==> src/rtl/dma_utils_pkg.sv <==
// rtl/dma_utils_pkg.sv - shared types and defaults for the multi-channel DMA scheduler
package dma_utils_pkg;

    localparam int DEF_NUM_CH   = 4;
    localparam int DEF_NUM_DESC = 2;

    typedef enum logic [1:0] {CH_IDLE, CH_PEND, CH_DONE, CH_ERR} ch_state_t;
    typedef enum logic [1:0] {S_IDLE, S_ISSUE, S_WAIT} sched_state_t;

    function automatic int clog2_min1(input int n);
        return (n > 1) ? $clog2(n) : 1;
    endfunction

endpackage

==> src/rtl/dma_mch_sched_if.sv <==
// rtl/dma_mch_sched_if.sv - job handshake between the scheduler and the streamer pair
interface dma_mch_sched_if #(
    parameter int NUM_CH  = dma_utils_pkg::DEF_NUM_CH,
    parameter int ADDR_W  = 32,
    parameter int BYTES_W = 32
);
    localparam int CH_W = dma_utils_pkg::clog2_min1(NUM_CH);

    logic               sched_valid_o;
    logic               sched_ready_i;
    logic [CH_W-1:0]    sched_ch_o;
    logic [ADDR_W-1:0]  sched_src_o;
    logic [ADDR_W-1:0]  sched_dst_o;
    logic [BYTES_W-1:0] sched_bytes_o;
    logic               job_done_i;
    logic               job_err_i;
    logic               job_abort_o;

    modport master (
        output sched_valid_o, sched_ch_o, sched_src_o, sched_dst_o, sched_bytes_o, job_abort_o,
        input  sched_ready_i, job_done_i, job_err_i
    );

    modport slave (
        input  sched_valid_o, sched_ch_o, sched_src_o, sched_dst_o, sched_bytes_o, job_abort_o,
        output sched_ready_i, job_done_i, job_err_i
    );

endinterface

==> src/rtl/dma_rr_arbiter.sv <==
// rtl/dma_rr_arbiter.sv - round-robin arbiter, priority starts just after the last accepted grantee
module dma_rr_arbiter #(
    parameter int N = 4
) (
    input  logic         clk,
    input  logic         rst,
    input  logic [N-1:0] i_req,
    input  logic         i_accept,
    output logic [N-1:0] o_grant
);
    localparam int PW = dma_utils_pkg::clog2_min1(N);

    logic [PW-1:0] r_ptr;
    logic [PW-1:0] w_next_ptr;

    // Scan from the farthest distance down so the requester nearest the pointer is written last.
    always_comb begin
        o_grant    = '0;
        w_next_ptr = r_ptr;
        for (int d = N - 1; d >= 0; d--) begin
            for (int j = 0; j < N; j++) begin
                if (i_req[j] && (((j - int'(r_ptr)) + N) % N) == d) begin
                    o_grant    = '0;
                    o_grant[j] = 1'b1;
                    w_next_ptr = PW'((j + 1) % N);
                end
            end
        end
    end

    always_ff @(posedge clk or posedge rst) begin
        if (rst) begin
            r_ptr <= '0;
        end else if (i_accept) begin
            r_ptr <= w_next_ptr;
        end
    end

endmodule

==> src/rtl/dma_mch_sched.sv <==
// rtl/dma_mch_sched.sv - multi-channel DMA descriptor scheduler, one job in flight at a time
module dma_mch_sched
    import dma_utils_pkg::*;
#(
    parameter int NUM_CH   = DEF_NUM_CH,
    parameter int NUM_DESC = DEF_NUM_DESC,
    parameter int ADDR_W   = 32,
    parameter int BYTES_W  = 32
) (
    input  logic                                clk,
    input  logic                                rst,
    input  logic [NUM_CH-1:0]                   ch_go_i,
    input  logic [NUM_CH-1:0]                   ch_abort_i,
    input  logic [NUM_CH-1:0]                   ch_clear_i,
    input  logic [NUM_CH*NUM_DESC-1:0]          desc_en_i,
    input  logic [NUM_CH*NUM_DESC*ADDR_W-1:0]   desc_src_i,
    input  logic [NUM_CH*NUM_DESC*ADDR_W-1:0]   desc_dst_i,
    input  logic [NUM_CH*NUM_DESC*BYTES_W-1:0]  desc_bytes_i,
    output logic [NUM_CH-1:0]                   ch_busy_o,
    output logic [NUM_CH-1:0]                   ch_done_o,
    output logic [NUM_CH-1:0]                   ch_err_o,
    dma_mch_sched_if.master                     sif
);
    localparam int CH_W = clog2_min1(NUM_CH);
    localparam int DI_W = $clog2(NUM_DESC + 1);

    ch_state_t          r_ch_st [NUM_CH];
    logic [DI_W-1:0]    r_didx  [NUM_CH];
    sched_state_t       r_st;
    logic [CH_W-1:0]    r_run;
    logic [NUM_CH-1:0]  r_req;
    logic               r_valid;
    logic               r_abort;
    logic [ADDR_W-1:0]  r_src;
    logic [ADDR_W-1:0]  r_dst;
    logic [BYTES_W-1:0] r_bytes;

    logic [NUM_CH-1:0]  w_pend, w_running, w_has_more, w_arb_req, w_grant;
    logic               w_found, w_accept, w_run_abort, w_run_more;
    logic [CH_W-1:0]    w_gch;
    logic [DI_W-1:0]    w_dnext;
    logic [ADDR_W-1:0]  w_src, w_dst;
    logic [BYTES_W-1:0] w_bytes;

    always_comb begin
        w_pend    = '0;
        w_running = '0;
        ch_busy_o = '0;
        ch_done_o = '0;
        ch_err_o  = '0;
        for (int c = 0; c < NUM_CH; c++) begin
            w_pend[c]    = (r_ch_st[c] == CH_PEND);
            w_running[c] = (r_st != S_IDLE) && (int'(r_run) == c);
            ch_busy_o[c] = (r_ch_st[c] == CH_PEND);
            ch_done_o[c] = (r_ch_st[c] == CH_DONE);
            ch_err_o[c]  = (r_ch_st[c] == CH_ERR);
        end
    end

    // r_req lags w_pend by a cycle, giving a fresh go one cycle of settling before arbitration.
    assign w_arb_req = r_req & w_pend & ~ch_abort_i;
    assign w_accept  = (r_st == S_IDLE) && (|w_grant);

    dma_rr_arbiter #(.N(NUM_CH)) u_arb (
        .clk      (clk),
        .rst      (rst),
        .i_req    (w_arb_req),
        .i_accept (w_accept),
        .o_grant  (w_grant)
    );

    // Lowest remaining usable descriptor of the granted channel; k descends so the lowest is written last.
    always_comb begin
        w_has_more = '0;
        w_found    = 1'b0;
        w_gch      = '0;
        w_dnext    = '0;
        w_src      = '0;
        w_dst      = '0;
        w_bytes    = '0;
        for (int c = 0; c < NUM_CH; c++) begin
            if (w_grant[c]) w_gch = CH_W'(c);
            for (int k = NUM_DESC - 1; k >= 0; k--) begin
                if (k >= int'(r_didx[c]) && desc_en_i[c*NUM_DESC+k] &&
                    desc_bytes_i[(c*NUM_DESC+k)*BYTES_W +: BYTES_W] != '0) begin
                    w_has_more[c] = 1'b1;
                    if (w_grant[c]) begin
                        w_found = 1'b1;
                        w_dnext = DI_W'(k + 1);
                        w_src   = desc_src_i[(c*NUM_DESC+k)*ADDR_W +: ADDR_W];
                        w_dst   = desc_dst_i[(c*NUM_DESC+k)*ADDR_W +: ADDR_W];
                        w_bytes = desc_bytes_i[(c*NUM_DESC+k)*BYTES_W +: BYTES_W];
                    end
                end
            end
        end
    end

    assign w_run_abort = |(w_running & ch_abort_i);
    assign w_run_more  = |(w_running & w_has_more);

    always_ff @(posedge clk or posedge rst) begin
        if (rst) begin
            r_st    <= S_IDLE;
            r_run   <= '0;
            r_req   <= '0;
            r_valid <= 1'b0;
            r_abort <= 1'b0;
            r_src   <= '0;
            r_dst   <= '0;
            r_bytes <= '0;
            for (int c = 0; c < NUM_CH; c++) begin
                r_ch_st[c] <= CH_IDLE;
                r_didx[c]  <= '0;
            end
        end else begin
            r_req <= w_pend;
            for (int c = 0; c < NUM_CH; c++) begin
                case (r_ch_st[c])
                    CH_IDLE: if (ch_go_i[c] && !ch_abort_i[c]) begin
                        r_ch_st[c] <= CH_PEND;
                        r_didx[c]  <= '0;
                    end
                    CH_PEND: if (ch_abort_i[c] && !w_running[c]) r_ch_st[c] <= CH_ERR;
                    default: if (ch_clear_i[c]) r_ch_st[c] <= CH_IDLE;
                endcase
            end
            case (r_st)
                S_IDLE: if (w_accept) begin
                    if (w_found) begin
                        r_run          <= w_gch;
                        r_src          <= w_src;
                        r_dst          <= w_dst;
                        r_bytes        <= w_bytes;
                        r_didx[w_gch]  <= w_dnext;
                        r_valid        <= 1'b1;
                        r_st           <= S_ISSUE;
                    end else begin
                        r_ch_st[w_gch] <= CH_DONE;
                    end
                end
                S_ISSUE: begin
                    if (w_run_abort) r_abort <= 1'b1;
                    if (sif.sched_ready_i) begin
                        r_valid <= 1'b0;
                        r_st    <= S_WAIT;
                    end
                end
                S_WAIT: begin
                    if (w_run_abort) r_abort <= 1'b1;
                    if (sif.job_done_i || sif.job_err_i) begin
                        r_st    <= S_IDLE;
                        r_abort <= 1'b0;
                        if (sif.job_err_i || r_abort || w_run_abort) r_ch_st[r_run] <= CH_ERR;
                        else if (!w_run_more)                        r_ch_st[r_run] <= CH_DONE;
                    end
                end
                default: r_st <= S_IDLE;
            endcase
        end
    end

    assign sif.sched_valid_o = r_valid;
    assign sif.sched_ch_o    = r_run;
    assign sif.sched_src_o   = r_src;
    assign sif.sched_dst_o   = r_dst;
    assign sif.sched_bytes_o = r_bytes;
    assign sif.job_abort_o   = r_abort;

endmodule

==> src/flat_wrapper.sv <==
// flat-port wrapper written by rule: the top's interface ports become plain ports
module dma_mch_sched_flat import dma_utils_pkg::*;
#(
    parameter int NUM_CH   = DEF_NUM_CH,
    parameter int NUM_DESC = DEF_NUM_DESC,
    parameter int ADDR_W   = 32,
    parameter int BYTES_W  = 32
)
  (clk, rst, ch_go_i, ch_abort_i, ch_clear_i, desc_en_i, desc_src_i, desc_dst_i, desc_bytes_i, ch_busy_o, ch_done_o, ch_err_o, sif_sched_valid_o, sif_sched_ch_o, sif_sched_src_o, sif_sched_dst_o, sif_sched_bytes_o, sif_job_abort_o, sif_sched_ready_i, sif_job_done_i, sif_job_err_i);
  dma_mch_sched_if #(.NUM_CH(NUM_CH), .ADDR_W(ADDR_W), .BYTES_W(BYTES_W)) sif_i ();
  input  logic clk;
  input  logic rst;
  input  logic [NUM_CH-1:0] ch_go_i;
  input  logic [NUM_CH-1:0] ch_abort_i;
  input  logic [NUM_CH-1:0] ch_clear_i;
  input  logic [NUM_CH*NUM_DESC-1:0] desc_en_i;
  input  logic [NUM_CH*NUM_DESC*ADDR_W-1:0] desc_src_i;
  input  logic [NUM_CH*NUM_DESC*ADDR_W-1:0] desc_dst_i;
  input  logic [NUM_CH*NUM_DESC*BYTES_W-1:0] desc_bytes_i;
  output logic [NUM_CH-1:0] ch_busy_o;
  output logic [NUM_CH-1:0] ch_done_o;
  output logic [NUM_CH-1:0] ch_err_o;
  output wire logic [$bits(sif_i.sched_valid_o)-1:0] sif_sched_valid_o;
  output wire logic [$bits(sif_i.sched_ch_o)-1:0] sif_sched_ch_o;
  output wire logic [$bits(sif_i.sched_src_o)-1:0] sif_sched_src_o;
  output wire logic [$bits(sif_i.sched_dst_o)-1:0] sif_sched_dst_o;
  output wire logic [$bits(sif_i.sched_bytes_o)-1:0] sif_sched_bytes_o;
  output wire logic [$bits(sif_i.job_abort_o)-1:0] sif_job_abort_o;
  input wire logic [$bits(sif_i.sched_ready_i)-1:0] sif_sched_ready_i;
  input wire logic [$bits(sif_i.job_done_i)-1:0] sif_job_done_i;
  input wire logic [$bits(sif_i.job_err_i)-1:0] sif_job_err_i;
  assign sif_sched_valid_o = sif_i.sched_valid_o;
  assign sif_sched_ch_o = sif_i.sched_ch_o;
  assign sif_sched_src_o = sif_i.sched_src_o;
  assign sif_sched_dst_o = sif_i.sched_dst_o;
  assign sif_sched_bytes_o = sif_i.sched_bytes_o;
  assign sif_job_abort_o = sif_i.job_abort_o;
  assign sif_i.sched_ready_i = sif_sched_ready_i;
  assign sif_i.job_done_i = sif_job_done_i;
  assign sif_i.job_err_i = sif_job_err_i;
  dma_mch_sched #(.NUM_CH(NUM_CH), .NUM_DESC(NUM_DESC), .ADDR_W(ADDR_W), .BYTES_W(BYTES_W)) u_core (.clk(clk), .rst(rst), .ch_go_i(ch_go_i), .ch_abort_i(ch_abort_i), .ch_clear_i(ch_clear_i), .desc_en_i(desc_en_i), .desc_src_i(desc_src_i), .desc_dst_i(desc_dst_i), .desc_bytes_i(desc_bytes_i), .ch_busy_o(ch_busy_o), .ch_done_o(ch_done_o), .ch_err_o(ch_err_o), .sif(sif_i));
endmodule
==> config.mk <==
export PLATFORM = sky130hd
export DESIGN_NAME = dma_mch_sched_flat
export DESIGN_NICKNAME = d
export VERILOG_FILES = /design/src/rtl/dma_utils_pkg.sv /design/src/rtl/dma_mch_sched_if.sv /design/src/rtl/dma_rr_arbiter.sv /design/src/rtl/dma_mch_sched.sv /design/src/flat_wrapper.sv
export SDC_FILE = /design/constraint.sdc
export NUM_CORES = 1
export LEC_CHECK = 0
export ABC_AREA = 0
export BUFFER_PORTS_ARGS = -buffer_cell sky130_fd_sc_hd__buf_2
export CAP_MARGIN = 20
export CORE_AREA = 2 2 353 355
export CTS_BUF_LIST = sky130_fd_sc_hd__clkbuf_8
export DETAILED_ROUTE_END_ITERATION = 10
export DIE_AREA = 0 0 355 357
export PLACE_DENSITY_LB_ADDON = 0.25
export SLEW_MARGIN = 40
export SYNTH_ARGS = -nofsm -noshare
export SYNTH_HDL_FRONTEND = slang
export SYNTH_SLANG_ARGS = --single-unit
==> constraint.sdc <==
create_clock -name clk -period 5.15 [get_ports clk]
set_input_delay 0.2575 -clock clk [delete_from_list [all_inputs] [get_ports clk]]
set_output_delay 0.2575 -clock clk [all_outputs]
set_load 0.01 [all_outputs]
# After elaboration in Yosys (flattened, before gate mapping)
# Cells that the tools add are included.
# op_classes
n_addsub	8
magnitude_cmp	12
n_eq_ne	33
muxes	173
bitwise	18
reduce_logical	91
# op_table
cell	count
2-to-1 mux 32 bit	48
nonzero test 32 bit	8
zero test 32 bit	4
2-to-1 mux 2 bit	60
2-to-1 mux 8 bit	8
2-to-1 mux 4 bit	15
logical AND 1 bit	47
adder 32 x 4 -> 32 bit, second input constant	1
2-to-1 mux 1 bit	31
AND 4 bit	6
equality test 3 bit, second input constant	8
equality test 2 bit, second input constant	11
greater-or-equal comparator 1 x 2 -> 1 bit, first input constant	8
case mux 2 bit (2 select lines)	4
case mux 8 bit (2 select lines)	1
nonzero test 16 bit	1
adder 3 x 4 -> 5 bit, second input constant	3
equality test 2 x 1 -> 1 bit, second input constant	6
equality test 3 x 2 -> 1 bit, second input constant	4
zero test 2 bit	6
inverter 4 bit	3
OR reduction 4 bit	3
bitwise mux 8 bit	1
demux 2 bit (select 2 bit)	2
19 further kinds	46
# word_totals
reg_bits	124
inputBits	793
out_inout_bits	112
wordCells	352

# Longest topological paths before layout
# logic_depth
ltp_word	42
ltp_mapped	12
depth_no_buf	9

# By module
# From an unflattened synthesis, not the netlist that was laid out.
# hier_totals
hier_cells	1737
hier_area_um2	12389.4
# by_module_without_submodules
mod	instances	cells_per_inst	area_each_um2	seq_area_each_um2
dma_mch_sched	1	1701	12110.4	3052.9
dma_rr_arbiter	1	36	279.0	50.0

# Least setup slack after synthesis
# OpenSTA, ideal clock, no wires.
# synth_timing
path_type	register to register
start	register u_core.r_ch_st[7] in the netlist's numbering
end	register u_core.r_run[1] (netlist: u_core.sif.sched_ch_o[1])
setup_ns	0.127
arrival_time_ns	2.351
required_ns	5.023
slack_ns	2.672
path_stages_with_launch	12
n_path_buf	3
period_less_slack_ns	2.478
cell_sequence	dfrtp_1 -> and4bb_1 -> buf_2 -> a21oi_1 -> o211ai_2 -> a21oi_1 -> a2111oi_4 -> nor2_2 -> buf_2 -> buf_2 -> o211ai_1 -> o21ai_1
# synth_between
elab_chain_cells	37
elab_cells_between_ends	44
classes_between	eq/ne (1); mux (34); bitwise (2); reduce/logical (7)
# synth_lines
element	line	text
from (decl)	dma_mch_sched.sv:27	ch_state_t r_ch_st [NUM_CH];
from (signal, indexed assignment)	dma_mch_sched.sv:113	r_ch_st[c] <= CH_IDLE;
from (signal, indexed assignment)	dma_mch_sched.sv:121	r_ch_st[c] <= CH_PEND;
from (signal, indexed assignment)	dma_mch_sched.sv:124	CH_PEND: if (ch_abort_i[c] && !w_running[c]) r_ch_st[c] <= CH_ERR;
equality test 2 x 1 -> 1 bit (*)	dma_mch_sched.sv:52	w_pend[c] = (r_ch_st[c] == CH_PEND);
AND 4 bit (*) (2 in series)	dma_mch_sched.sv:61	assign w_arb_req = r_req & w_pend & ~ch_abort_i;
logical AND 1 bit	dma_rr_arbiter.sv:22	if (i_req[j] && (((j - int'(r_ptr)) + N) % N) == d) begin
2-to-1 mux 1 bit	dma_rr_arbiter.sv:22	
2-to-1 mux 4 bit (11 in series)	dma_rr_arbiter.sv:22	
2-to-1 mux 4 bit (*) (4 in series)	dma_rr_arbiter.sv:22	
2-to-1 mux 1 bit	dma_mch_sched.sv:87	if (w_grant[c]) begin
2-to-1 mux 1 bit	dma_mch_sched.sv:84	if (k >= int'(r_didx[c]) && desc_en_i[c*NUM_DESC+k] &&
(+7 left out)	n/a	
2-to-1 mux 1 bit	dma_mch_sched.sv:84	
2-to-1 mux 1 bit	dma_mch_sched.sv:87	
2-to-1 mux 1 bit	dma_mch_sched.sv:84	
2-to-1 mux 1 bit	dma_mch_sched.sv:87	
2-to-1 mux 1 bit	dma_mch_sched.sv:84	
2-to-1 mux 1 bit	dma_mch_sched.sv:87	
2-to-1 mux 1 bit	dma_mch_sched.sv:84	
AND reduction 3 bit (no line)	n/a	
to (signal assigned)	dma_mch_sched.sv:131	r_run <= w_gch;
to (decl)	dma_mch_sched.sv:30	logic [CH_W-1:0] r_run;
# Every way passes the cells marked *; elsewhere a longest branch is shown, timed or not.
# A chain may end at the register's enable or synchronous reset.

# Worst setup path after layout
# layout_timing
start	register u_core.r_didx[7] in the netlist's numbering
end	register u_core.r_src[14] (netlist: u_core.sif.sched_src_o[14])
# layout_between
elab_chain_cells	19
elab_cells_between_ends	37
classes_between	order compare (2); mux (30); reduce/logical (5)
# layout_lines
element	line	text
from (decl)	dma_mch_sched.sv:28	logic [DI_W-1:0] r_didx [NUM_CH];
from (signal, indexed assignment)	dma_mch_sched.sv:135	r_didx[w_gch] <= w_dnext;
greater-or-equal comparator 1 x 2 -> 1 bit	dma_mch_sched.sv:84	
logical AND 1 bit (2 in series)	dma_mch_sched.sv:84	
2-to-1 mux 1 bit	dma_mch_sched.sv:84	
2-to-1 mux 1 bit	dma_mch_sched.sv:87	
2-to-1 mux 1 bit	dma_mch_sched.sv:84	
2-to-1 mux 1 bit	dma_mch_sched.sv:87	
2-to-1 mux 1 bit	dma_mch_sched.sv:84	
2-to-1 mux 1 bit	dma_mch_sched.sv:87	
(+2 left out)	n/a	
2-to-1 mux 1 bit	dma_mch_sched.sv:84	
2-to-1 mux 1 bit	dma_mch_sched.sv:87	
2-to-1 mux 1 bit	dma_mch_sched.sv:84	
2-to-1 mux 1 bit	dma_mch_sched.sv:87	
2-to-1 mux 1 bit	dma_mch_sched.sv:84	
2-to-1 mux 1 bit	dma_mch_sched.sv:87	
2-to-1 mux 1 bit	dma_mch_sched.sv:84	
AND reduction 3 bit (no line)	n/a	
to (signal assigned)	dma_mch_sched.sv:132	r_src <= w_src;
to (decl)	dma_mch_sched.sv:34	logic [ADDR_W-1:0] r_src;
# Parallel ways exist; a longest one is shown, timed or not.

==> impl_metrics.json <==
{
  "ys_warn_count": 0,
  "dp_hpwl_um": 94900,
  "worstSkewPairLatency_ns": 0.59,
  "die_w_um": 355,
  "syn_inst": 1625,
  "cts_tree": "done",
  "clock_skew_ns": 0.0154,
  "drt_iter0_markers": 1636,
  "synth_nets": 2421,
  "antenna_found_initial": 44,
  "cts_buffer_depth": 2,
  "critPathLaunchType": "flop",
  "htreeDepth": 4,
  "die_h_um": 357,
  "via_per_inst": 4.37,
  "power_density_mw_per_mm2": 358,
  "cts_root_buf": "clkbuf_8",
  "drv_cap": 0,
  "fin_hold_ws_ns": 0.0702,
  "synth.most_common_cell": "nor2_1",
  "overflow": 0,
  "hold_viol_final": 0,
  "outcome": "completed",
  "cts_setup_buffers": 0,
  "synth_commonest_cells": "nor2_1, nand2_1, a22oi_1, dfrtp_1, a21oi_1",
  "critPathKind": "flop to flop",
  "port_buffers": 904,
  "pin_count": 905,
  "fin_nets": 3409,
  "relSlewSlack_pct": 36.9,
  "finalCritPeriodShare_pct": 84.4,
  "grt_pass1_vias": 18600,
  "rsz0062_at_grt": "no",
  "gp_congestion": 0.925,
  "wl_per_cell_um": 27.0,
  "path_clk_slew_ns": 0.10,
  "clock.fmax_mhz": 230,
  "initial_core_util_pct": 9.40,
  "synth_ff_type": "dfrtp_1",
  "synth_area_mm2": 0.0116,
  "finalSetupTns_ns": 0,
  "ys_async_sr_fraction_pct": 100,
  "synth.top_cell.area_share_pct": 26.8,
  "synth_area_leaders": "dfrtp_1, a22oi_1, o221ai_1, nor2_1, nand2_1",
  "syn_area_per_cell_um2": 7.11,
  "routed_wl_um": 116000,
  "drc": 0,
  "numCtsBuffers": 17,
  "track_usage_pct": 17.3,
  "hold_buffers": 143,
  "synth_top_area_cell": "dfrtp_1",
  "min_path_type": "input port to flop",
  "synth-seq-cells": 124,
  "cp_data_required_time_ns": 5.68,
  "drive_gt1_share_pct": 40.2,
  "total_power_mw": 7.27,
  "yosysSeqAreaShare_pct": 26.8,
  "final_util_pct": 16.5,
  "synth_edf_count": 0,
  "num_rows": 129,
  "core_area_mm2": 0.123,
  "die_area_mm2": 0.127,
  "final_max_slew_viol_count": 0,
  "yosysUniqueCellTypes": 57,
  "crit_path_end_kind": "flop",
  "cp_max_fo": 42,
  "cellLeakagePower_nw": 8.06,
  "critical_path_arrival_ns": 4.88,
  "syn2layout_area_growth_pct": 75.5,
  "dr_total_vias": 18700,
  "final_antenna_net_count": 0,
  "cts.sinks": 124,
  "cts_resized": 0,
  "grt_max_degree": 115,
  "max-vdd-ir-drop_mv": 0.204,
  "min_period_ns": 4.34,
  "grt_pass1_wl_um": 152000,
  "first_pass_iters": 6,
  "setup_viol_count_final": 0,
  "worst_pin_slew_ns": 0.946
}
==> critical path: stages, from the launching register on <==
cell	delay, ns
dfrtp_1	0.41
nor3b_1	0.72
o21ai_0	0.46
nor2_4	0.68
buf_12	0.30
nand2_1	0.10
a211oi_1	0.47
o221ai_1	0.22
a31oi_1	0.20
dlygate4sd3_1	0.56
==> report_power, final <==
part | internal, mW | switching [mW] | total [mW]
clock network | 0.378 | 0.594 | 0.972
logic | 1.79 | 2.69 | 4.48
registers | 1.47 | 0.349 | 1.82
total | 3.64 | 3.63 | 7.27
==> layout make-up <==
cell class	count	area [um^2]
Timing Repair Buffer	1130	6820
Clock buffer	17	234
Fill cell	14300	103000
Multi-Input combinational cell	1323	7840
Inverter	17	68.8
Antenna cell	21	52.6
Clock inverter	14	121
Sequential cell	124	3100
Tap cell	1637	2050
==> worst paths after layout <==
path	endpoint	from	depth (start not counted)	slack (ns)
worst max register to register	u_core.sif.sched_src_o[14]	u_core.r_didx[7]	9	0.81
max in group asynchronous	u_core.sif.sched_bytes_o[27]	rst	4	3.84
min in group asynchronous	u_core.sif.sched_src_o[4]	rst	3	0.29
worst min-delay path	u_core.sif.sched_src_o[12]	desc_src_i[204]	3	0.07
worst min register to register	u_core.r_req[3]	u_core.r_ch_st[1]	1	0.52
worst max-delay path	u_core.sif.sched_src_o[14]	u_core.r_didx[7]	9	0.81
==> layout by cell type (no fill, tap or decap), drive strengths merged, types with 4 or more instances in the layout <==
master	netlist	layout
o211ai	10	10
nor4	64	64
nor2	226	226
inv	17	20
dlygate4sd3	0	143
a211oi	89	89
diode	0	21
clkinv	0	7
nor3b	4	4
o22ai	6	6
a21oi	109	109
nand4	16	16
nor3	13	13
nor2b	10	10
or2	4	4
a222oi	8	8
o21ai	126	126
clkbuf	85	17
dfrtp	124	124
a22oi	181	181
buf	76	987
o21a	4	4
nand2	208	208
o221ai	101	101
nand3	5	5
a31oi	97	97
==> through the flow <==
stage	std cells	area [um^2]	setup WS, ns
2_1_floorplan	1625	11600	1.59
3_3_place_gp	4088	18400	1.02
3_5_place_dp	4088	18400	1.03
4_1_cts	4262	20200	0.773
5_1_grt	4273	20300	0.589
6_report	4283	20300	0.805
==> flip-flops by register name (all words and copies together), names as in the netlist, 4 cells and up <==
signal,cells
u_core.sif.sched_bytes_o,32
u_core.sif.sched_dst_o,32
u_core.sif.sched_src_o,32
u_core.r_ch_st,8
u_core.r_didx,8
u_core.r_req,4
==> logic make-up (layout without fill, tap and decap cells) <==
| logic type | after synthesis | count (layout) | share of synthesized area, % |
|---|---|---|---|
| flops | 124 | 124 | 26.8 |
| simple gates | 566 | 566 | 21.5 |
| fa+ha+maj | 3 | 3 | 0.325 |
| other cells | 0 | 21 | 0 |
| compound gates | 749 | 749 | 44.2 |
| mux | 5 | 5 | 0.563 |
| buf+inv | 178 | 1178 | 6.65 |
==> routing by layer <==
metal  track usage (%)  share of wire (%)  vias up
li1                  -                  -     8339
met1              22.9                 44     9220
met2              27.4                 45      970
met3              4.99                8.7      152
met4              4.78                2.4       28
met5                 0               0.15        -
No activity file was read; power rests on OpenSTA's default activity.
